`config.mk`:
```
export PLATFORM = sky130hd
export DESIGN_NAME = ctrl_seq_ws_flat
export DESIGN_NICKNAME = d
export VERILOG_FILES = /design/src/rtl/ctrl_seq_ws_if.sv /design/src/rtl/ctrl_seq_ws.sv /design/src/flat_wrapper.sv
export SDC_FILE = /design/constraint.sdc
export NUM_CORES = 1
export LEC_CHECK = 0
export ABC_AREA = 1
export CAP_MARGIN = 5
export CORE_MARGIN = 5
export CORE_UTILIZATION = 50
export CTS_CLUSTER_SIZE = 12
export DETAILED_ROUTE_END_ITERATION = 8
export PLACE_DENSITY = 0.84
export SYNTH_ARGS = -nofsm -noshare
export SYNTH_HDL_FRONTEND = slang
export SYNTH_SLANG_ARGS = --single-unit
```
`constraint.sdc`:
```
create_clock -name clk -period 4.05 [get_ports clk]
set_input_delay 0.405 -clock clk [delete_from_list [all_inputs] [get_ports clk]]
set_output_delay 0.405 -clock clk [all_outputs]
set_load 0.05 [all_outputs]
```
`src/rtl/ctrl_seq_ws_if.sv`:
```
// ---------------------------------------------------------------------------
// ctrl_seq_ws_if: control interface between the hardwired sequencer and the
// accumulator CPU datapath/memory.
//   Datapath -> sequencer : instr, cpu_state, Z, mem_ready, step_mode, step_go
//   Sequencer -> datapath : ctl_load[10:0], ctl_bus[5:0], alus, mem_rd, mem_wr,
//                           clr, halted, fault, illegal
// master = sequencer side, slave = datapath side.
// ---------------------------------------------------------------------------
interface ctrl_seq_ws_if #(
  parameter int IW    = 8,
  parameter int ALU_W = 4
);
  logic [IW-1:0]    instr;
  logic [1:0]       cpu_state;
  logic             Z;
  logic             mem_ready;
  logic             step_mode;
  logic             step_go;
  logic [10:0]      ctl_load;
  logic [5:0]       ctl_bus;
  logic [ALU_W-1:0] alus;
  logic             mem_rd;
  logic             mem_wr;
  logic             clr;
  logic             halted;
  logic             fault;
  logic             illegal;

  modport master (
    input  instr, cpu_state, Z, mem_ready, step_mode, step_go,
    output ctl_load, ctl_bus, alus, mem_rd, mem_wr, clr, halted, fault, illegal
  );

  modport slave (
    output instr, cpu_state, Z, mem_ready, step_mode, step_go,
    input  ctl_load, ctl_bus, alus, mem_rd, mem_wr, clr, halted, fault, illegal
  );
endinterface

```
`src/rtl/ctrl_seq_ws.sv`:
```
// ---------------------------------------------------------------------------
// ctrl_seq_ws: hardwired control sequencer for the 8-bit accumulator CPU.
// Binary step counter T0..T7, combinational decode from IR, memory
// wait-states with a timeout watchdog, single-step pause, HALT opcode and
// illegal-opcode detection.
// Ports:
//   clk  - rising-edge clock
//   rst  - synchronous active-high reset
//   cpu  - ctrl_seq_ws_if.master (decode inputs in, strobes/status out)
// Strobes are combinational (Mealy on mem_ready, Z and instr).
// ---------------------------------------------------------------------------
module ctrl_seq_ws #(
  parameter int             IW       = 8,
  parameter int             ALU_W    = 4,
  parameter int             WAIT_W   = 4,
  parameter int             WAIT_MAX = 12,
  parameter logic [1:0]     RUN_CODE = 2'b11,
  parameter logic [IW-1:0]  HALT_OP  = IW'(8'hFF)
) (
  input  logic          clk,
  input  logic          rst,
  ctrl_seq_ws_if.master cpu
);

  typedef enum logic [2:0] {S_IDLE, S_RUN, S_PAUSE, S_HALT, S_FAULT} state_e;

  typedef enum logic [3:0] {
    OP_NOP  = 4'h0, OP_LDAC = 4'h1, OP_STAC = 4'h2, OP_MOVAC = 4'h3,
    OP_MOVR = 4'h4, OP_JUMP = 4'h5, OP_JMPZ = 4'h6, OP_JPNZ  = 4'h7,
    OP_ADD  = 4'h8, OP_SUB  = 4'h9, OP_INAC = 4'hA, OP_CLAC  = 4'hB,
    OP_AND  = 4'hC, OP_OR   = 4'hD, OP_XOR  = 4'hE, OP_NOT   = 4'hF
  } opcode_e;

  // ctl_load bit positions
  localparam int AR_LOAD = 0, AR_INC = 1, PC_LOAD = 2, PC_INC = 3, DR_LOAD = 4,
                 IR_LOAD = 5, TR_LOAD = 6, R_LOAD = 7, AC_LOAD = 8, Z_LOAD = 9,
                 AC_LOADR = 10;
  // ctl_bus bit positions
  localparam int PC_BUS = 0, DR_BUSD = 1, DR_BUSA = 2, TR_BUS = 3, R_BUS = 4,
                 AC_BUS = 5;

  state_e            state_q, state_d;
  logic [2:0]        step_q, step_d;
  logic [WAIT_W-1:0] wait_q, wait_d;

  logic              legal, is_halt, jmp, skip;
  opcode_e           op;
  logic [10:0]       ld;
  logic [5:0]        bs;
  logic [ALU_W-1:0]  al;
  logic              rd, wr, last;
  logic              active, stall, adv, timeout;

  // NOTE: state registers use non-blocking assignments so every flop samples
  // pre-edge values; blocking here would create order-dependent simulation.
  always_ff @(posedge clk) begin
    if (rst) begin
      state_q <= S_IDLE;
      step_q  <= '0;
      wait_q  <= '0;
    end else begin
      state_q <= state_d;
      step_q  <= step_d;
      wait_q  <= wait_d;
    end
  end

  // Raw micro-step decode, before stall masking and run gating.
  // NOTE: every signal gets a default first so no path leaves it unassigned,
  // which would otherwise infer a latch.
  always_comb begin
    legal   = (cpu.instr[IW-1:4] == '0);
    is_halt = (step_q == 3'd3) && (cpu.instr == HALT_OP);
    op      = legal ? opcode_e'(cpu.instr[3:0]) : OP_NOP;  // illegal runs as NOP
    jmp     = (op == OP_JUMP) || (op == OP_JMPZ && cpu.Z) || (op == OP_JPNZ && !cpu.Z);
    skip    = (op == OP_JMPZ && !cpu.Z) || (op == OP_JPNZ && cpu.Z);
    ld   = '0;
    bs   = '0;
    al   = '0;
    rd   = 1'b0;
    wr   = 1'b0;
    last = 1'b0;
    case (step_q)
      3'd0: begin bs[PC_BUS] = 1'b1; ld[AR_LOAD] = 1'b1; end
      3'd1: begin rd = 1'b1; ld[DR_LOAD] = 1'b1; ld[PC_INC] = 1'b1; end
      3'd2: begin bs[PC_BUS] = 1'b1; ld[AR_LOAD] = 1'b1; ld[IR_LOAD] = 1'b1; end
      default: begin
        if (jmp) begin
          case (step_q)
            3'd3: begin rd = 1'b1; ld[DR_LOAD] = 1'b1; ld[AR_INC] = 1'b1; end
            3'd4: begin rd = 1'b1; ld[DR_LOAD] = 1'b1; ld[TR_LOAD] = 1'b1; end
            3'd5: begin
              bs[DR_BUSA] = 1'b1; bs[TR_BUS] = 1'b1; ld[PC_LOAD] = 1'b1; last = 1'b1;
            end
            default: ;
          endcase
        end else if (skip) begin
          // Not-taken branch still steps PC over the two address bytes.
          case (step_q)
            3'd4: ld[PC_INC] = 1'b1;
            3'd5: begin ld[PC_INC] = 1'b1; last = 1'b1; end
            default: ;
          endcase
        end else begin
          case (op)
            OP_LDAC, OP_STAC: begin
              case (step_q)
                3'd3: begin
                  rd = 1'b1; ld[DR_LOAD] = 1'b1; ld[AR_INC] = 1'b1; ld[PC_INC] = 1'b1;
                end
                3'd4: begin
                  rd = 1'b1; ld[DR_LOAD] = 1'b1; ld[PC_INC] = 1'b1; ld[TR_LOAD] = 1'b1;
                end
                3'd5: begin bs[DR_BUSA] = 1'b1; bs[TR_BUS] = 1'b1; ld[AR_LOAD] = 1'b1; end
                3'd6: begin
                  ld[DR_LOAD] = 1'b1;
                  if (op == OP_LDAC) rd = 1'b1;
                  else               bs[AC_BUS] = 1'b1;
                end
                3'd7: begin
                  bs[DR_BUSD] = 1'b1;
                  last        = 1'b1;
                  if (op == OP_LDAC) ld[AC_LOADR] = 1'b1;
                  else               wr = 1'b1;
                end
                default: ;
              endcase
            end
            OP_MOVAC: begin bs[AC_BUS] = 1'b1; ld[R_LOAD] = 1'b1; last = 1'b1; end
            OP_MOVR:  begin bs[R_BUS] = 1'b1; ld[AC_LOADR] = 1'b1; last = 1'b1; end
            OP_NOP:   last = 1'b1;
            default: begin
              // Remaining opcodes are single-step ALU operations.
              ld[AC_LOAD] = 1'b1;
              ld[Z_LOAD]  = 1'b1;
              last        = 1'b1;
              case (op)
                OP_CLAC: al = ALU_W'(4'b0000);
                OP_ADD:  al = ALU_W'(4'b0001);
                OP_SUB:  al = ALU_W'(4'b0010);
                OP_INAC: al = ALU_W'(4'b0011);
                OP_AND:  al = ALU_W'(4'b0100);
                OP_OR:   al = ALU_W'(4'b0101);
                OP_NOT:  al = ALU_W'(4'b0110);
                default: al = ALU_W'(4'b0111);   // OP_XOR
              endcase
              bs[R_BUS] = (op == OP_ADD) || (op == OP_SUB) || (op == OP_AND) ||
                          (op == OP_OR)  || (op == OP_XOR);
            end
          endcase
        end
      end
    endcase
    if (is_halt) last = 1'b1;
  end

  // Stall masking, outputs and next-state logic.
  always_comb begin
    active  = (state_q == S_RUN) && (cpu.cpu_state == RUN_CODE);
    stall   = active && (rd || wr) && !cpu.mem_ready;
    adv     = active && !stall;
    timeout = stall && (wait_q == WAIT_W'(WAIT_MAX));

    // Bus/address strobes are held while stalled; loads fire only on the
    // completing cycle.
    cpu.ctl_load = adv    ? ld : '0;
    cpu.ctl_bus  = active ? bs : '0;
    cpu.alus     = active ? al : '0;
    cpu.mem_rd   = active && rd;
    cpu.mem_wr   = active && wr;
    cpu.clr      = adv && last;
    cpu.illegal  = active && (step_q == 3'd3) && !legal && !is_halt;
    cpu.halted   = (state_q == S_HALT);
    cpu.fault    = (state_q == S_FAULT);

    state_d = state_q;
    step_d  = '0;
    wait_d  = '0;
    case (state_q)
      S_IDLE:  if (cpu.cpu_state == RUN_CODE) state_d = S_RUN;
      S_RUN: begin
        if (cpu.cpu_state != RUN_CODE) begin
          state_d = S_IDLE;                 // abort beats timeout
        end else if (stall) begin
          step_d = step_q;
          if (timeout) begin
            state_d = S_FAULT;
            step_d  = '0;
          end else begin
            wait_d = wait_q + WAIT_W'(1);
          end
        end else if (last) begin
          if (is_halt)            state_d = S_HALT;
          else if (cpu.step_mode) state_d = S_PAUSE;
        end else begin
          step_d = step_q + 3'd1;
        end
      end
      S_PAUSE: begin
        if (cpu.cpu_state != RUN_CODE) state_d = S_IDLE;
        else if (cpu.step_go)          state_d = S_RUN;
      end
      default: ;                            // HALT/FAULT leave only via rst
    endcase
  end

endmodule

```
`src/flat_wrapper.sv`:
```
// flat-port wrapper written by rule: the top's interface ports become plain ports
module ctrl_seq_ws_flat 
#(
  parameter int             IW       = 8,
  parameter int             ALU_W    = 4,
  parameter int             WAIT_W   = 4,
  parameter int             WAIT_MAX = 12,
  parameter logic [1:0]     RUN_CODE = 2'b11,
  parameter logic [IW-1:0]  HALT_OP  = IW'(8'hFF)
)
  (clk, rst, cpu_instr, cpu_cpu_state, cpu_Z, cpu_mem_ready, cpu_step_mode, cpu_step_go, cpu_ctl_load, cpu_ctl_bus, cpu_alus, cpu_mem_rd, cpu_mem_wr, cpu_clr, cpu_halted, cpu_fault, cpu_illegal);
  ctrl_seq_ws_if #(.IW(IW), .ALU_W(ALU_W)) cpu_i ();
  input  logic clk;
  input  logic rst;
  input wire logic [$bits(cpu_i.instr)-1:0] cpu_instr;
  input wire logic [$bits(cpu_i.cpu_state)-1:0] cpu_cpu_state;
  input wire logic [$bits(cpu_i.Z)-1:0] cpu_Z;
  input wire logic [$bits(cpu_i.mem_ready)-1:0] cpu_mem_ready;
  input wire logic [$bits(cpu_i.step_mode)-1:0] cpu_step_mode;
  input wire logic [$bits(cpu_i.step_go)-1:0] cpu_step_go;
  output wire logic [$bits(cpu_i.ctl_load)-1:0] cpu_ctl_load;
  output wire logic [$bits(cpu_i.ctl_bus)-1:0] cpu_ctl_bus;
  output wire logic [$bits(cpu_i.alus)-1:0] cpu_alus;
  output wire logic [$bits(cpu_i.mem_rd)-1:0] cpu_mem_rd;
  output wire logic [$bits(cpu_i.mem_wr)-1:0] cpu_mem_wr;
  output wire logic [$bits(cpu_i.clr)-1:0] cpu_clr;
  output wire logic [$bits(cpu_i.halted)-1:0] cpu_halted;
  output wire logic [$bits(cpu_i.fault)-1:0] cpu_fault;
  output wire logic [$bits(cpu_i.illegal)-1:0] cpu_illegal;
  assign cpu_i.instr = cpu_instr;
  assign cpu_i.cpu_state = cpu_cpu_state;
  assign cpu_i.Z = cpu_Z;
  assign cpu_i.mem_ready = cpu_mem_ready;
  assign cpu_i.step_mode = cpu_step_mode;
  assign cpu_i.step_go = cpu_step_go;
  assign cpu_ctl_load = cpu_i.ctl_load;
  assign cpu_ctl_bus = cpu_i.ctl_bus;
  assign cpu_alus = cpu_i.alus;
  assign cpu_mem_rd = cpu_i.mem_rd;
  assign cpu_mem_wr = cpu_i.mem_wr;
  assign cpu_clr = cpu_i.clr;
  assign cpu_halted = cpu_i.halted;
  assign cpu_fault = cpu_i.fault;
  assign cpu_illegal = cpu_i.illegal;
  ctrl_seq_ws #(.IW(IW), .ALU_W(ALU_W), .WAIT_W(WAIT_W), .WAIT_MAX(WAIT_MAX), .RUN_CODE(RUN_CODE), .HALT_OP(HALT_OP)) u_core (.clk(clk), .rst(rst), .cpu(cpu_i));
endmodule
```
==> results.cfg <==
[critical_path]
worstPathRequired_ns = 3.64
cp-start-kind = input port
critPathKind = input port to output pin
cp.arrival_ns = 3.24
endpoint_kind = output pin
crit_path_max_fanout = 6
r2r-start = u_core.step_q[0]$_SDFFE_PP0P_
r2r_setup_slack_ns = 1.82
worstSetupStartpoint = cpu_instr[6]

[global_route]
grt_pass1_wl_microns = 5816
grt_pass1_vias = 1360
antenna_found_initial = 0
grt-ovfl-total = 0
grt_max_degree = 13
grt_use_total = 0.1725

[cts]
cts_setup_buffers = 0
cts_sinks = 10
postCtsResizedCells = 0
clk_path_buf_depth = 2
cts-root-buf = clkbuf_4
clkTransAtPathRegs_ns = 0.06
h-tree-depth = 1
clkLatencyLatePin_ns = 0.26
cts_hold_buf = 0
cts_made_buffers = 3
cts_tree = yes

[logic_synthesis]
synth_area_leaders = dfxtp_1 15%, inv_1 9.7%, ha_1 7.4%
async_reset_ff_frac = 0
seq_area_frac_synth = 0.1471
yosysTopAreaCellShare = 0.1471
ys_ff_latch = 10
yosysTopAreaCell = dfxtp_1
synth_nets = 226
synth_warnings = 0
synthCells = 202
synth.distinct_cells = 41
synth_flop_cell = dfxtp_1
avgSynthCellArea_sq_um = 6.739
synth-edff-count = 0
netlist_area_sq_um = 1361

[layout]
fillers = 240
nets = 269
antenna_cells_inserted = 0
syn_to_final_growth_pct = 34.19
drive_above_1_share = 0.2008

[placement]
place_hpwl_microns = 2918
io_buffers = 41
gp_congestion = 0.9095

[sta]
min_period_over_period = 0.9001
rsz0062_at_grt = no
tns_ns = 0
slew-limit-headroom = 0.6560
timing.fmax_ghz = 0.2743
setup-violations-final = 0
timing.final.crit_period_ns = 3.645
tightest_slew_ns = 0.5144
slew_viol_final = 0
finalHoldViolCount = 0
finalClockSkew_ns = 0.001097

[pwr]
leakagePower_nw = 0.7806
power.total_w = 0.0004009
power_density_nw_per_um2 = 219.4
ir_drop_uv = 276.8

[route]
dr_wl_met2_microns = 1696
routed_via_density = 5.196
dr.pass1.iters = 4
top_layer_used = met4
wl_met3_microns = 105
wirelength_microns = 3364
wl_met1_microns = 1541
route.detailed.drc = 0
antenna_left = 0
drt_iter0_markers = 69
vias = 1429
wl_per_cell_microns = 12.23

[floorplan]
fp.dieW_microns = 62.18
rows = 19
start_util = 0.5068
dieArea_sq_um = 3866
dieHeight_microns = 62.18
boundaryPins = 43
core_area_sq_um = 2686

[hold_path]
holdCritPathClass = flip-flop to flip-flop
min-delay-start = u_core.wait_q[0]$_SDFF_PP0_

[run_status]
outcome = finished clean

[run]
drv_cap = 0
-- Yosys cell counts (2+ instances only) --
| master | count |
|---|---|
| inv_2 | 6 |
| o21ai_0 | 5 |
| nor2_1 | 23 |
| dfxtp_1 | 10 |
| nor2_2 | 4 |
| o21ai_1 | 4 |
| o22ai_1 | 2 |
| ha_1 | 8 |
| inv_1 | 35 |
| o21ai_2 | 2 |
| buf_4 | 3 |
| nor3_1 | 8 |
| nand2_2 | 8 |
| a21oi_1 | 6 |
| nand3_2 | 6 |
| a311oi_1 | 2 |
| nor2_4 | 4 |
| a211oi_1 | 3 |
| nand2_4 | 5 |
| nand2_1 | 23 |
| a22oi_1 | 2 |
| nand3_1 | 12 |
| nor4_1 | 3 |
-- final timing paths --
kind | to | cells after the start
max | cpu_ctl_load[6] | 17
min | u_core.wait_q[0]$_SDFF_PP0_ | 1
max reg2reg | u_core.state_q[1]$_SDFFE_PP0P_ | 17
min reg2reg | u_core.wait_q[0]$_SDFF_PP0_ | 1
-- report_power, final --
part	switching, W	internal [W]
Combinational	0.000122	0.0000745
Sequential	0.00000896	0.000109
Clock	0.0000319	0.0000545
-- metal layers --
layer / global-route usage / vias to the layer above
li1: - / 747
met1: 0.2183 / 648
met2: 0.3083 / 30
met3: 0.01441 / 4
met4: 0.04607 / 0
met5: 0 / -
-- cells in the final DEF, fill, tap and decap left out, types with 2 or more instances in the layout --
cell              n
a21oi_1           6
inv_2             6
nand3_2           6
a311oi_1          2
nand3_1          12
nor4_1            3
nor2_1           23
o21ai_1           4
a211oi_1          3
clkdlybuf4s50_1  41
nand2_4           5
clkbuf_4          3
o21ai_0           5
nor3_1            8
nor2_2            4
nand2_2           8
nand2_1          23
a22oi_1           2
o21ai_2           2
inv_1            35
o22ai_1           2
ha_1              8
nor2_4            4
dfxtp_1          10
-- metrics by stage --
stage	std cells	cell area [sq um]	util	hold WS, ns	worst slack [ns]
finish	275	1827	0.6800	0.4665	0.4047
global route	275	1827	0.6800	0.4967	0.04091
CTS	275	1827	0.6800	0.4674	0.3956
detailed placement	271	1790	0.6665	0.4518	0.3960
global placement	271	1790	0.6665	0.4425	0.4222
floorplan	202	1361	-	0.4297	0.2311
-- logic make-up after synthesis --
group | share of synthesized area
buffers and inverters | 0.1333
adder cells (fa/ha/maj) | 0.07353
other | 0.002755
flip-flops | 0.1471
XOR/XNOR | 0.01287
AO/OA/AOI/OAI | 0.1719
AND/OR/NAND/NOR | 0.4586
-- area by class of cell --
| cell class | instances | area (sq um) | share of cell area |
|---|---|---|---|
| Clock buffer | 4 | 36.28 | 0.01986 |
| Tap cell | 31 | 38.79 | 0.02123 |
| Sequential cell | 10 | 200.2 | 0.1096 |
| Multi-Input combinational cell | 147 | 979.7 | 0.5363 |
| Inverter | 41 | 153.9 | 0.08425 |
| Timing Repair Buffer | 42 | 417.9 | 0.2288 |
-- critical path, stage by stage --
cell	delay, ns
clkdlybuf4s50_1	0.43
nor2_2	0.20
nand3_2	0.18
nor2_4	0.15
nor2_1	0.06
nand2_2	0.08
nand3_1	0.09
nand3_2	0.11
nand2_2	0.07
nand2_4	0.09
nand2_4	0.05
nand2_4	0.09
nand2_2	0.10
inv_2	0.07
o21ai_1	0.08
nor3_1	0.14
clkdlybuf4s50_1	0.83
-- state kept, by name, indices dropped and copies added (netlist names) --
name            cells
u_core.state_q      3
u_core.step_q       3
u_core.wait_q       4
No activity file was read; power rests on OpenSTA's default activity.
